## config.mk

```make
export PLATFORM = sky130hd
export DESIGN_NAME = deserializer_flat
export DESIGN_NICKNAME = d
export VERILOG_FILES = /design/src/rtl/deserializer_pkg.sv /design/src/rtl/deserializer_if.sv /design/src/rtl/deserializer.sv /design/src/flat_wrapper.sv
export SDC_FILE = /design/constraint.sdc
export NUM_CORES = 1
export LEC_CHECK = 0
export BUFFER_PORTS_ARGS = -buffer_cell sky130_fd_sc_hd__buf_2
export CAP_MARGIN = 20
export CORE_ASPECT_RATIO = 1.1
export CORE_MARGIN = 8
export CORE_UTILIZATION = 54
export CTS_BUF_LIST = sky130_fd_sc_hd__clkbuf_8
export DETAILED_ROUTE_END_ITERATION = 8
export GPL_TIMING_DRIVEN = 0
export PLACE_DENSITY = 0.81
export SLEW_MARGIN = 20
export SYNTH_ARGS = -nofsm -noshare
export SYNTH_HDL_FRONTEND = slang
export SYNTH_SLANG_ARGS = --single-unit
```

## constraint.sdc

```tcl
create_clock -name clk_i -period 1.67 [get_ports clk_i]
set_input_delay 0.2505 -clock clk_i [delete_from_list [all_inputs] [get_ports clk_i]]
set_output_delay 0.2505 -clock clk_i [all_outputs]
set_load 0.005 [all_outputs]
```

## src/rtl/deserializer_pkg.sv

```systemverilog
// ============================================================================
// Module   : deserializer_pkg
// Purpose  : Shared widths, defaults and state type for the serial-link receiver.
// Revision : 1.0 - initial release
// ============================================================================
`default_nettype none

package deserializer_pkg;

    localparam int DATA_W          = 16;
    localparam int MOD_W           = 4;
    localparam int CNT_W           = 5;
    localparam int MIN_LEN_DEFAULT = 3;

    typedef enum logic [0:0] {
        IDLE = 1'b0,
        RECV = 1'b1
    } state_t;

endpackage

`default_nettype wire

```

## src/rtl/deserializer_if.sv

```systemverilog
// ============================================================================
// Module   : deserializer_if
// Purpose  : Serial input and parallel output bundle of the deserializer.
//            DESERIALIZER_DROP_CNT_EN adds the runt drop counter output.
// Revision : 1.0 - initial release
// ============================================================================
`default_nettype none

interface deserializer_if;
    import deserializer_pkg::*;

    logic               ser_data_i;
    logic               ser_data_val_i;
    logic [DATA_W-1:0]  data_o;
    logic [MOD_W-1:0]   data_mod_o;
    logic               data_val_o;
    logic               busy_o;
`ifdef DESERIALIZER_DROP_CNT_EN
    logic [15:0]        drop_cnt_o;

    modport slave (
        input  ser_data_i, ser_data_val_i,
        output data_o, data_mod_o, data_val_o, busy_o, drop_cnt_o
    );
    modport master (
        output ser_data_i, ser_data_val_i,
        input  data_o, data_mod_o, data_val_o, busy_o, drop_cnt_o
    );
`else
    modport slave (
        input  ser_data_i, ser_data_val_i,
        output data_o, data_mod_o, data_val_o, busy_o
    );
    modport master (
        output ser_data_i, ser_data_val_i,
        input  data_o, data_mod_o, data_val_o, busy_o
    );
`endif

endinterface

`default_nettype wire

```

## src/rtl/deserializer.sv

```systemverilog
// ============================================================================
// Module   : deserializer
// Purpose  : Reassembles MSB-first serial frames into left-aligned 16-bit words.
//            Optional macro DESERIALIZER_DROP_CNT_EN adds a saturating runt counter.
// Revision : 1.0 - initial release
// ============================================================================
`default_nettype none

module deserializer
    import deserializer_pkg::*;
#(
    parameter int DATA_W  = deserializer_pkg::DATA_W,
    parameter int MIN_LEN = MIN_LEN_DEFAULT
) (
    input  wire logic          clk_i,
    input  wire logic          arst_n_i,
    deserializer_if.slave      bus
);

    state_t             state_q, state_d;
    logic [CNT_W-1:0]   cnt_q, cnt_d;
    logic [DATA_W-1:0]  shift_q, shift_d;
    logic [DATA_W-1:0]  data_q, data_d;
    logic [MOD_W-1:0]   mod_q, mod_d;
    logic               val_q, val_d;

    logic               w_take_last;
    logic               w_end_short;
    logic               w_runt;
    logic [3:0]         w_bit_idx;

    assign w_take_last = (state_q == RECV) && bus.ser_data_val_i
                         && (cnt_q == CNT_W'(DATA_W - 1));
    assign w_end_short = (state_q == RECV) && !bus.ser_data_val_i;
    assign w_runt      = w_end_short && (cnt_q < CNT_W'(MIN_LEN));
    assign w_bit_idx   = 4'(DATA_W - 1) - cnt_q[3:0];

    always_ff @(posedge clk_i or negedge arst_n_i) begin
        if (!arst_n_i) begin
            state_q <= IDLE;
            cnt_q   <= '0;
            shift_q <= '0;
            data_q  <= '0;
            mod_q   <= '0;
            val_q   <= 1'b0;
        end else begin
            state_q <= state_d;
            cnt_q   <= cnt_d;
            shift_q <= shift_d;
            data_q  <= data_d;
            mod_q   <= mod_d;
            val_q   <= val_d;
        end
    end

    // A new frame always starts from a cleared register so untransmitted LSBs read as zero.
    always_comb begin
        state_d = state_q;
        cnt_d   = cnt_q;
        shift_d = shift_q;
        case (state_q)
            IDLE: begin
                if (bus.ser_data_val_i) begin
                    state_d = RECV;
                    cnt_d   = CNT_W'(1);
                    shift_d = {bus.ser_data_i, {(DATA_W-1){1'b0}}};
                end
            end
            RECV: begin
                if (bus.ser_data_val_i) begin
                    shift_d[w_bit_idx] = bus.ser_data_i;
                    cnt_d              = cnt_q + CNT_W'(1);
                    if (w_take_last) begin
                        state_d = IDLE;
                        cnt_d   = '0;
                    end
                end else begin
                    state_d = IDLE;
                    cnt_d   = '0;
                end
            end
            default: begin
                state_d = IDLE;
                cnt_d   = '0;
            end
        endcase
    end

    // A full frame reports mod 0; the emitted word includes the bit sampled this edge.
    always_comb begin
        data_d = data_q;
        mod_d  = mod_q;
        val_d  = 1'b0;
        if (w_take_last) begin
            data_d = shift_d;
            mod_d  = '0;
            val_d  = 1'b1;
        end else if (w_end_short && !w_runt) begin
            data_d = shift_q;
            mod_d  = cnt_q[MOD_W-1:0];
            val_d  = 1'b1;
        end
    end

    assign bus.data_o     = data_q;
    assign bus.data_mod_o = mod_q;
    assign bus.data_val_o = val_q;
    assign bus.busy_o     = (state_q == RECV);

`ifdef DESERIALIZER_DROP_CNT_EN
    logic [15:0] drop_cnt_q, drop_cnt_d;

    always_comb begin
        drop_cnt_d = drop_cnt_q;
        if (w_runt && (drop_cnt_q != 16'hFFFF)) begin
            drop_cnt_d = drop_cnt_q + 16'd1;
        end
    end

    always_ff @(posedge clk_i or negedge arst_n_i) begin
        if (!arst_n_i) begin
            drop_cnt_q <= '0;
        end else begin
            drop_cnt_q <= drop_cnt_d;
        end
    end

    assign bus.drop_cnt_o = drop_cnt_q;
`endif

endmodule

`default_nettype wire

```

## src/flat_wrapper.sv

```systemverilog
// flat-port wrapper written by rule: the top's interface ports become plain ports
module deserializer_flat import deserializer_pkg::*;
#(
    parameter int DATA_W  = deserializer_pkg::DATA_W,
    parameter int MIN_LEN = MIN_LEN_DEFAULT
)
  (clk_i, arst_n_i, bus_ser_data_i, bus_ser_data_val_i, bus_data_o, bus_data_mod_o, bus_data_val_o, bus_busy_o);
  deserializer_if bus_i ();
  input  wire logic clk_i;
  input  wire logic arst_n_i;
  input wire logic [$bits(bus_i.ser_data_i)-1:0] bus_ser_data_i;
  input wire logic [$bits(bus_i.ser_data_val_i)-1:0] bus_ser_data_val_i;
  output wire logic [$bits(bus_i.data_o)-1:0] bus_data_o;
  output wire logic [$bits(bus_i.data_mod_o)-1:0] bus_data_mod_o;
  output wire logic [$bits(bus_i.data_val_o)-1:0] bus_data_val_o;
  output wire logic [$bits(bus_i.busy_o)-1:0] bus_busy_o;
  assign bus_i.ser_data_i = bus_ser_data_i;
  assign bus_i.ser_data_val_i = bus_ser_data_val_i;
  assign bus_data_o = bus_i.data_o;
  assign bus_data_mod_o = bus_i.data_mod_o;
  assign bus_data_val_o = bus_i.data_val_o;
  assign bus_busy_o = bus_i.busy_o;
  deserializer #(.DATA_W(DATA_W), .MIN_LEN(MIN_LEN)) u_core (.clk_i(clk_i), .arst_n_i(arst_n_i), .bus(bus_i));
endmodule
```

# Yosys cells after proc, flatten, opt, wreduce, memory -nomap -nowiden
# Index checks and enable logic that the tools add are counted.
# totals
elab_cells	43
reg_bits	43
output_inout_bits	22
inputBits	4
# op_classes
n_bitwise	1
n_reduce_logical	9
n_addsub	2
eq_ne	2
magnitude_cmp	3
n_mux	20
# ops
cell	count
16-bit two-way mux	4
16-bit one-hot mux with 2 select lines	1
16-bit bitwise mux	1
5-bit two-way mux	3
5-bit one-hot mux with 2 select lines	1
4-bit two-way mux	2
1-bit logical AND	6
1-bit two-way mux	6
5-bit by 1-bit adder with 5-bit output (second input constant)	1
5-bit by 4-bit == test with 1-bit output (second input constant)	1
4-bit by 5-bit less-than comparator with 1-bit output (second input constant)	1
5-bit by 2-bit less-than comparator with 1-bit output (second input constant)	1
1-bit demux with 4-bit select	1
4-bit by 1-bit >= comparator with 1-bit output (second input constant)	1
4-bit subtractor (first input constant)	1
1-bit zero test	2
2-bit != test (second input constant)	1
1-bit one-hot mux with 2 select lines	1
2-bit nonzero test	1
1-bit NOT	1

# Depth between registers and ports, before layout
# Gate-level depths: netlist (run 1).
# logic_depth
word_depth	9
depth_mapped	7
depth_no_buf	6

# Worst setup path after synthesis (run 1)
# OpenSTA, ideal clock, no wires.
# synth_timing
path_kind	reg2reg
from	register u_core.cnt_q[0]
to	register u_core.data_q[15], in the netlist u_core.bus.data_o[15]
n_path_buf	0
arrival_time_ns	1.467
stages_incl_launch_ff	5
required_time_ns	1.545
slack_ns	0.078
period_less_slack_ns	1.592
setup_time_ns	0.125
cell_sequence	dfrtp_1 > a2111o_1 > and2_4 > nor2_4 > mux2_4
# synth_via
elab_chain_cells	9
elab_cells_between_ends	17
classes_between	1 x add/sub; 3 x order compare; 1 x eq/ne; 6 x mux; 6 x reduce/logical
# synth_lines
element	line_no	rtl
start: declaration	deserializer.sv:21	logic [CNT_W-1:0] cnt_q, cnt_d;
start signal: assignment	deserializer.sv:48	cnt_q <= cnt_d;
4-bit subtractor	deserializer.sv:36	assign w_bit_idx = 4'(DATA_W - 1) - cnt_q[3:0];
4-bit by 5-bit less-than comparator with 1-bit output (implied by the code) / 4-bit by 1-bit >= comparator with 1-bit output (equally long branches)	deserializer.sv:71	shift_d[w_bit_idx] = bus.ser_data_i;
1-bit logical AND (implied by the code)	deserializer.sv:71	
1-bit two-way mux (implied by the code)	deserializer.sv:71	
1-bit demux with 4-bit select	--	
16-bit bitwise mux	deserializer.sv:71	
16-bit two-way mux	deserializer.sv:70	if (bus.ser_data_val_i) begin
16-bit one-hot mux with 2 select lines	deserializer.sv:61	case (state_q)
16-bit two-way mux	deserializer.sv:94	if (w_take_last) begin
end signal: assignment	deserializer.sv:50	data_q <= data_d;
end: declaration	deserializer.sv:23	logic [DATA_W-1:0] data_q, data_d;
# Parallel ways exist; a longest one is shown, timed or not.
# A chain may end at the register's enable or synchronous reset.

# Final worst setup path (run 1)
# Ends and elaborated chain as after synthesis.

==> metrics.txt, run 1 <==
Inserted Diodes 0; hold buffer count at cts 0; Post-Syn Instances 216; GRT Total Usage 0.184; Clock Latency Late Sink 0.30 ns; vias in the first global route 1806; I/O Buffers 25; Chip Height 82.5 um; fin crit share 1.02; antenna violations before repair 0; final WL 5880 um; wire length per cell 19.0 um; Netlist cell types 46; vias 1918; htree depth 2; Hold Vio Cnt, Final 0; Via density 6.19; Critical Path AT 1.89 ns; placed instance area 0.00236 sq mm; fmax 589 MHz; status complete, but fails checks; DR DRC count 0; final worst setup slack -0.0286 ns; Final Cell Area 0.00267 sq mm; CTS clock-pin slew for the worst setup and hold paths 0.08 ns; GR Overflow Total 0; Area Overhead vs Synth 22.9%; total power 2.28 mW; Tmin final 1.70 ns; Max Cap Viol 0; unrepaired setup endpoints after global routing true; actual slew at the worst max-slew pin 0.971 ns; Avg Inst Size Synth 10.1 sq um; Synth Cell Area 0.00217 sq mm; area of the multi-input gates 0.00107 sq mm; sequential area share after synthesis 0.495; PD cells 855 mW/mm^2; Synth top area share 0.495; Initial DRC Count 186; Slew Limit Fails 0; Core ar. 0.00390 sq mm; worst clock skew 0.00589 ns; Post-synth ARST share 1.00; critical path type register to register; placed cell count 293; Mapped Nets 225; Data required, critical path 1.86 ns; hold_ws 0.102 ns; dpl ws -0.198 ns; Clock Path Buffers 2; Yosys warning count 0; full die area 0.00631 sq mm; Util after Layout 0.684; initial core utilization 0.557; Max-Slew Margin vs Limit 0.353; Die Width 76.5 um; HP Class input pin to async pin; Boundary Pins 26; synth top area cells dfrtp_1 (50%), nand2_1 (5.2%), a31oi_1 (3.5%); clock root cell clkbuf_8; Post-synth top flop dfrtp_1; CP Max Fanout 5; #FFs+latches synth 43; Worst setup SP type register; first-pass GRT wire length 9190 um; sequential cell area 0.00108 sq mm; largest net degree at the start of global routing 44; Total Nets Final 266; Antenna Violating Nets Remaining 0; crit end category register; CTS sink count 43; fill cell count 300; CTS tree done; violations in the final reports setup timing; Post-Layout Cell Count 310; total CTS buffers 5; drt first pass iters 5; EDFF count, synth 0; leakage dissipation 1.30 nW; hpwl dp 3740 um; standard-cell rows 24; leading area contributor after synthesis dfrtp_1; layout cells sized above 1 0.337; Fin Setup TNS -0.0892 ns; Max VDD drop 0.000529 V; GP Congestion 0.906; Setup violations, final 5
==> layout make-up <==
cell class,count,share of cell area
Buffer,16,0.0487
Clock buffer,5,0.0258
Clock inverter,3,0.00468
Inverter,8,0.0112
Multi-Input combinational cell,149,0.402
Sequential cell,43,0.404
Tap cell,52,0.0244
Timing Repair Buffer,34,0.0792
==> cells in the mapped netlist (all sizes together), types with 3 or more instances <==
master   instances
a21oi           12
a221o            3
a2bb2oi          5
a31oi           12
and3             5
and4b            4
buf             13
clkbuf           3
dfrtp           43
ha               5
inv              8
nand2           32
nand2b           3
nand3            9
nand4            4
nor2             9
nor2b            5
o211ai           5
o21ai           11
o32ai            4
==> report_power, final <==
group | internal, mW | total, mW | switching (mW)
registers | 1.13 | 1.20 | 0.0682
clock network | 0.282 | 0.638 | 0.356
logic | 0.207 | 0.447 | 0.241
==> cells in the final DEF, fill, tap and decap left out, types with 2 or more instances in the layout <==
cell type  instances
nor2b_1            5
buf_2             30
a22o_1             2
a31oi_1           11
o211ai_1           5
a21oi_2            3
o32ai_2            2
a221o_1            3
and3_1             4
nand3_2            3
buf_6              6
dfrtp_1           40
a32o_1             2
and4b_1            4
o21ai_1            6
nor2_1             7
o32ai_1            2
nand2_1           27
o21ai_0            5
nand4_1            4
nand3_1            6
nand2_4            2
nand2_2            2
dfrtp_2            3
buf_4             10
a21oi_1            9
nand2b_1           3
inv_1              9
a2bb2oi_1          5
ha_4               2
clkbuf_8           5
ha_2               3
==> flip-flops by register name, indices dropped and copies added, names as in the netlist <==
signal and cells:
u_core.bus.busy_o 1, u_core.bus.data_mod_o 4, u_core.bus.data_val_o 1, u_core.shift_q 16, u_core.bus.data_o 16, u_core.cnt_q 5
==> path summary, 6_finish.rpt <==
path / startpoint / to / slack (ns) / cells after the start
max: u_core.cnt_q[0] / u_core.bus.data_o[15] / -0.03 / 4
min: arst_n_i / u_core.cnt_q[4] / 0.10 / 1
max reg2reg: u_core.cnt_q[0] / u_core.bus.data_o[15] / -0.03 / 4
min reg2reg: u_core.bus.data_mod_o[2] / u_core.bus.data_mod_o[2] / 0.51 / 2
max in group asynchronous: arst_n_i / u_core.cnt_q[0] / 0.91 / 1
min in group clk_i: bus_ser_data_i / u_core.shift_q[15] / 0.32 / 2
==> what timing repair did <==
item,4_1_cts,5_1_grt
pin swaps,4,11
setup endpoints to repair,19,20
buffers inserted,4,3
gates cloned,0,2
gates resized for setup,9,35
==> critical path, cell delays in order (launching register included) <==
cell      delay, ns
dfrtp_2        0.46
a2111o_1       0.54
and2_4         0.21
nor2_4         0.09
mux2_4         0.30
==> layer usage <==
layer  routed length (um)  global-route usage  vias up
met5                    0                   0        -
met4                  184              0.0885        0
met3                  355              0.0476       16
met2                 3000               0.310       92
met1                 2350               0.220      937
li1                     -                   -      873
==> cells by family after synthesis <==
| group | share of synthesized area |
|---|---|
| AO/OA/AOI/OAI | 0.192 |
| adder cells (fa/ha/maj) | 0.0288 |
| buffers and inverters | 0.0656 |
| flip-flops | 0.495 |
| multiplexers | 0.0121 |
| AND/OR/NAND/NOR | 0.207 |
(Power assumes the default switching activity.)
==> run 2, diff against run 1 <==
--- a/config.mk
+++ b/config.mk
@@ -8,7 +8,6 @@
 export BUFFER_PORTS_ARGS = -buffer_cell sky130_fd_sc_hd__buf_2
 export CAP_MARGIN = 20
 export CORE_ASPECT_RATIO = 1.1
-export CORE_MARGIN = 8
 export CORE_UTILIZATION = 54
 export CTS_BUF_LIST = sky130_fd_sc_hd__clkbuf_8
 export DETAILED_ROUTE_END_ITERATION = 8
==> metrics.txt, run 2 (same netlist as run 1, synthesis figures left out) <==
placed cell count 291 (was 293); standard-cell rows 23 (was 24); hold buffer count at cts 0 (unchanged); final worst setup slack -0.0474 ns (was -0.0286 ns); dpl ws -0.137 ns (was -0.198 ns); Critical Path, Cell by Cell a2111o_1 > and2_4 > nor2_4 > mux2_4 (unchanged); Critical Path Source u_core.cnt_q[1] (was u_core.cnt_q[0]); hpwl dp 3360 um (was 3740 um); crit end category register (unchanged); reg2reg setup slack -0.05 ns (was -0.03 ns); wire length per cell 17.2 um (was 19.0 um); Boundary Pins 26 (unchanged); sequential cell area 0.00108 sq mm (unchanged); GRT Total Usage 0.272 (was 0.184); Chip Height 68.5 um (was 82.5 um); fin crit share 1.03 (was 1.02); I/O Buffers 25 (unchanged); violations in the final reports setup timing (unchanged); largest net degree at the start of global routing 44 (unchanged); Die Width 62.5 um (was 76.5 um); Total Nets Final 265 (was 266); worst clock skew 0.00778 ns (was 0.00589 ns); vias 1835 (was 1918); DR DRC count 0 (unchanged); Worst setup SP type register (unchanged); Core ar. 0.00374 sq mm (was 0.00390 sq mm); WL met2 2590 um (was 3000 um); Register-to-Register Path Depth 4 (unchanged); total CTS buffers 5 (unchanged); CTS tree done (unchanged); status complete, but fails checks (unchanged); layout cells sized above 1 0.309 (was 0.337); metal3 WL 232 um (was 355 um); Sw Share 0.267 (was 0.291); combinational share of power 0.178 (was 0.196); clock network fraction of design power 0.324 (was 0.279); final WL 5260 um (was 5880 um); full die area 0.00428 sq mm (was 0.00631 sq mm); NetSw 0.644 mW (was 0.665 mW); GR Overflow Total 0 (unchanged); Via density 6.00 (was 6.19); RR Endpoint u_core.bus.data_o[15] (unchanged); Fin Setup TNS -0.0474 ns (was -0.0892 ns); clock root cell clkbuf_8 (unchanged); Clock Latency Late Sink 0.30 ns (about the same); fmax 582 MHz (was 589 MHz); Inserted Diodes 0 (unchanged); critical path type register to register (unchanged); Max VDD drop 0.000706 V (was 0.000529 V); CP Max Fanout 5 (unchanged); register share of total power 0.497 (was 0.525); Area Overhead vs Synth 22.2% (was 22.9%); commonest non-fill, non-tap cell in the layout dfrtp_1 (unchanged); CTS clock-pin slew for the worst setup and hold paths 0.08 ns (about the same); htree depth 2 (unchanged); initial core utilization 0.581 (was 0.557); Setup violations, final 1 (was 5); leakage dissipation 1.30 nW (about the same); CTS sink count 43 (unchanged); P_int 1.76 mW (was 1.62 mW); met1 WL 2310 um (was 2350 um); placed instance area 0.00236 sq mm (about the same); Hold Vio Cnt, Final 0 (unchanged); Max-Slew Margin vs Limit 0.364 (was 0.353); Critical Path AT 1.91 ns (was 1.89 ns); Antenna Violating Nets Remaining 0 (unchanged); R2R Path Start u_core.cnt_q[1] (was u_core.cnt_q[0]); fill cell count 283 (was 300); Slowest-stage cell, CP a2111o_1 (unchanged); vias in the first global route 1767 (was 1806); actual slew at the worst max-slew pin 0.954 ns (was 0.971 ns); CP peak stage delay 0.54 ns (about the same); Max Cap Viol 0 (unchanged); drt first pass iters 4 (was 5); Data required, critical path 1.86 ns (about the same); antenna violations before repair 0 (unchanged); Post-Layout Cell Count 306 (was 310); area of the multi-input gates 0.00105 sq mm (was 0.00107 sq mm); Initial DRC Count 104 (was 186); first-pass GRT wire length 8710 um (was 9190 um); Slew Limit Fails 0 (unchanged); Clock Path Buffers 2 (unchanged); PD cells 907 mW/mm^2 (was 855 mW/mm^2); unrepaired setup endpoints after global routing true (unchanged); Util after Layout 0.710 (was 0.684); Tmin final 1.72 ns (was 1.70 ns); GP Congestion 0.899 (was 0.906); Max Used Layer met4 (unchanged); Final Cell Area 0.00266 sq mm (was 0.00267 sq mm); HP Class input pin to async pin (unchanged); commonest cells after routing, fill and taps aside dfrtp_1 (40), buf_2 (31), nand2_1 (29) (was dfrtp_1 (40), buf_2 (30), nand2_1 (27))
[run 2: metrics by stage]
stage               power [mW]  hold WS, ns
global placement          1.56        0.443
global route              2.51        0.188
CTS                       2.36        0.125
detailed placement        1.57        0.454
finish                    2.41       0.0981
floorplan                 1.42      -0.0451
[run 2: layout make-up]
class | count | share of cell area
flip-flops and latches | 43 | 0.407
multi-input cells | 149 | 0.395
repair buffers | 33 | 0.0754
plain buffers | 16 | 0.0495
clock buffers | 5 | 0.0259
well taps | 50 | 0.0236
clock inverters | 2 | 0.0127
inverters | 8 | 0.0113
[run 2: how the worst max path moves through the flow]
stage | end | slack [ns]
after floorplan | u_core.bus.data_o[15] | 0.08
after global routing | u_core.bus.data_o[10] | -0.08
final | u_core.bus.data_o[15] | -0.05
after CTS | u_core.bus.data_o[15] | -0.01
after detailed placement | u_core.bus.data_o[12] | -0.14
after global placement | u_core.bus.data_o[4] | -0.1
[run 2: what timing repair did]
action	in CTS	in global routing
endpoints found under the hold margin	0	0
gates resized for setup	8	25
pin swaps	3	2
gates cloned	0	2
endpoints found under the setup margin	20	19
buffers inserted	3	3
[run 2: worst max-delay path, delay by kind of cell, from the launching register on]
| kind | cells | cell delay (ns) |
|---|---|---|
| AOI/OAI and AO/OA | 1 | 0.54 |
| DFF | 1 | 0.45 |
| and+or+nand+nor | 2 | 0.31 |
| muxes | 1 | 0.30 |
[run 2: power groups by stage]
stage                     Combinational (mW)  Clock, mW  Sequential (mW)
final                                  0.429      0.781             1.20
after detailed placement               0.362          0             1.21
after CTS                              0.379      0.790             1.19
after global placement                 0.354          0             1.20
after floorplan                        0.210          0             1.21
after global routing                   0.474      0.825             1.21
[run 2: metal layers]
metal / vias up / GRT usage
met4: 0 / 0.128
met3: 12 / 0.0592
li1: 869 / -
met5: - / 0
met2: 55 / 0.444
met1: 899 / 0.350
==> run 3, diff against run 2 <==
--- a/config.mk
+++ b/config.mk
@@ -8,12 +8,13 @@
 export BUFFER_PORTS_ARGS = -buffer_cell sky130_fd_sc_hd__buf_2
 export CAP_MARGIN = 20
 export CORE_ASPECT_RATIO = 1.1
-export CORE_UTILIZATION = 54
+export CORE_UTILIZATION = 60
 export CTS_BUF_LIST = sky130_fd_sc_hd__clkbuf_8
 export DETAILED_ROUTE_END_ITERATION = 8
 export GPL_TIMING_DRIVEN = 0
-export PLACE_DENSITY = 0.81
-export SLEW_MARGIN = 20
+export PLACE_DENSITY = 0.85
+export SKIP_LAST_GASP = 1
+export SLEW_MARGIN = 40
 export SYNTH_ARGS = -nofsm -noshare
 export SYNTH_HDL_FRONTEND = slang
 export SYNTH_SLANG_ARGS = --single-unit
==> constraint.sdc (replaced) <==
create_clock -name clk_i -period 1.8 [get_ports clk_i]
set_input_delay 0.27 -clock clk_i [delete_from_list [all_inputs] [get_ports clk_i]]
set_output_delay 0.27 -clock clk_i [all_outputs]
set_load 0.005 [all_outputs]
==> metrics.txt, run 3 (same netlist as run 1, synthesis figures left out) <==
Worst setup SP type register (unchanged); hpwl dp 3390 um (was 3360 um); Max VDD drop 0.000463 V (was 0.000706 V); Clock Latency Late Sink 0.30 ns (about the same); fmax 570 MHz (was 582 MHz); placed instance area 0.00236 sq mm (unchanged); Max-Slew Margin vs Limit 0.650 (was 0.364); Initial DRC Count 83 (was 104); wire length per cell 16.6 um (was 17.2 um); Inserted Diodes 0 (unchanged); vias in the first global route 1748 (was 1767); CTS clock-pin slew for the worst setup and hold paths 0.08 ns (about the same); Total Nets Final 264 (was 265); commonest non-fill, non-tap cell in the layout dfrtp_1 (unchanged); total power 2.15 mW (was 2.41 mW); Hold Vio Cnt, Final 0 (unchanged); met1 usage 0.416 (was 0.350); grt met2 use 0.433 (was 0.444); met3 usage 0.0650 (was 0.0592); I/O Buffers 25 (unchanged); standard-cell rows 22 (was 23); Critical Path AT 1.94 ns (was 1.91 ns); HP Class input pin to register (was input pin to async pin); NetSw 0.590 mW (was 0.644 mW); Final Cell Area 0.00253 sq mm (was 0.00266 sq mm); Boundary Pins 26 (unchanged); initial core utilization 0.642 (was 0.581); GR Overflow Total 0 (unchanged); Via density 5.90 (was 6.00); antenna violations before repair 0 (unchanged); layout cells sized above 1 0.250 (was 0.309); placed cell count 289 (was 291); crit end category register (unchanged); CTS tree done (unchanged); P_int 1.56 mW (was 1.76 mW); register share of total power 0.514 (was 0.497); most used routing layer met2 (unchanged); DR DRC count 0 (unchanged); area of the multi-input gates 960 sq um (was 0.00105 sq mm); CP Max Fanout 10 (was 5); clock network fraction of design power 0.318 (was 0.324); Sw Share 0.274 (was 0.267); Data required, critical path 1.99 ns (was 1.86 ns); Chip Height 65.1 um (was 68.5 um); Max Cap Viol 0 (unchanged); fill cell count 262 (was 283); final WL 5050 um (was 5260 um); GRT Total Usage 0.299 (was 0.272); PD cells 850 mW/mm^2 (was 907 mW/mm^2); Antenna Violating Nets Remaining 0 (unchanged); full die area 0.00387 sq mm (was 0.00428 sq mm); status finished clean (was complete, but fails checks); Core ar. 0.00339 sq mm (was 0.00374 sq mm); Clock Path Buffers 2 (unchanged); sequential cell area 0.00108 sq mm (about the same); combinational share of power 0.168 (was 0.178); Post-Layout Cell Count 304 (was 306); hold_ws 0.307 ns (was 0.0981 ns); clock root cell clkbuf_8 (unchanged); total CTS buffers 5 (unchanged); worst clock skew 0.00457 ns (was 0.00778 ns); Die Width 59.4 um (was 62.5 um); GP Congestion 0.870 (was 0.899); commonest cells after routing, fill and taps aside dfrtp_1 (41), nand2_1 (30), buf_2 (29) (was dfrtp_1 (40), buf_2 (31), nand2_1 (29)); first-pass GRT wire length 8410 um (was 8710 um); vias 1795 (was 1835); critical path type register to register (unchanged); largest net degree at the start of global routing 44 (unchanged); htree depth 2 (unchanged); leakage dissipation 1.28 nW (was 1.30 nW); actual slew at the worst max-slew pin 0.525 ns (was 0.954 ns); fin crit share 0.974 (was 1.03); Setup violations, final 0 (was 1); Area Overhead vs Synth 16.4% (was 22.2%); drt first pass iters 4 (unchanged); CTS sink count 43 (unchanged); Tmin final 1.75 ns (was 1.72 ns); Slew Limit Fails 0 (unchanged)
-- run 3: per-layer routing --
layer | routed length [um] | vias to the layer above
met3 | 301 | 12
met1 | 2180 | 855
li1 | - | 868
met4 | 127 | 0
met2 | 2440 | 60
met5 | 0 | -
-- run 3: worst paths after layout --
kind                                           from                        to  slack [ns]  depth (start not counted)
setup reg to reg                    u_core.cnt_q[0]      u_core.bus.data_o[0]        0.05                          4
max in group asynchronous                  arst_n_i           u_core.cnt_q[1]        0.92                          2
setup / recovery                    u_core.cnt_q[0]      u_core.bus.data_o[0]        0.05                          4
hold reg to reg            u_core.bus.data_mod_o[2]  u_core.bus.data_mod_o[2]        0.52                          2
hold / removal                       bus_ser_data_i        u_core.shift_q[15]        0.31                          2
min in group asynchronous                  arst_n_i      u_core.bus.data_o[0]        0.48                          2
-- run 3: repair_timing --
item	in CTS	in global routing
resized for setup	2	3
pin swaps	1	0
endpoints found under the hold margin	43	0
setup endpoints to repair	12	13
setup buffers	3	3
hold buffers	1	0
-- run 3: worst max-delay path: stages (launching register included) --
cell and delay (ns):
dfrtp_2 0.47, a2111o_1 0.52, clkbuf_1 0.28, a31oi_1 0.28, a2bb2oi_1 0.09
-- run 3: final cells by class --
type | count | share of cell area
inverter | 8 | 0.0119
clock inverter | 1 | 0.00297
clock buffer | 7 | 0.0381
buffer | 16 | 0.0455
sequential | 43 | 0.426
timing repair buffer | 32 | 0.0722
multi-input combinational | 149 | 0.379
tap | 48 | 0.0237
-- run 3: metrics by stage --
stage,setup TNS (ns),worst slack (ns),util
2_1_floorplan,0,0.208,-
4_1_cts,0,0.00364,0.738
3_3_place_gp,0,0.0248,0.697
5_1_grt,-0.0201,-0.0110,0.747
3_5_place_dp,0,0.0125,0.697
6_report,0,0.0469,0.747
-- run 3: power by group through the flow --
stage | Clock, mW | Sequential, mW | Combinational (mW)
2_1_floorplan | 0 | 1.12 | 0.194
4_1_cts | 0.690 | 1.11 | 0.343
6_report | 0.684 | 1.11 | 0.360
5_1_grt | 0.729 | 1.11 | 0.398
3_3_place_gp | 0 | 1.12 | 0.328
3_5_place_dp | 0 | 1.12 | 0.336
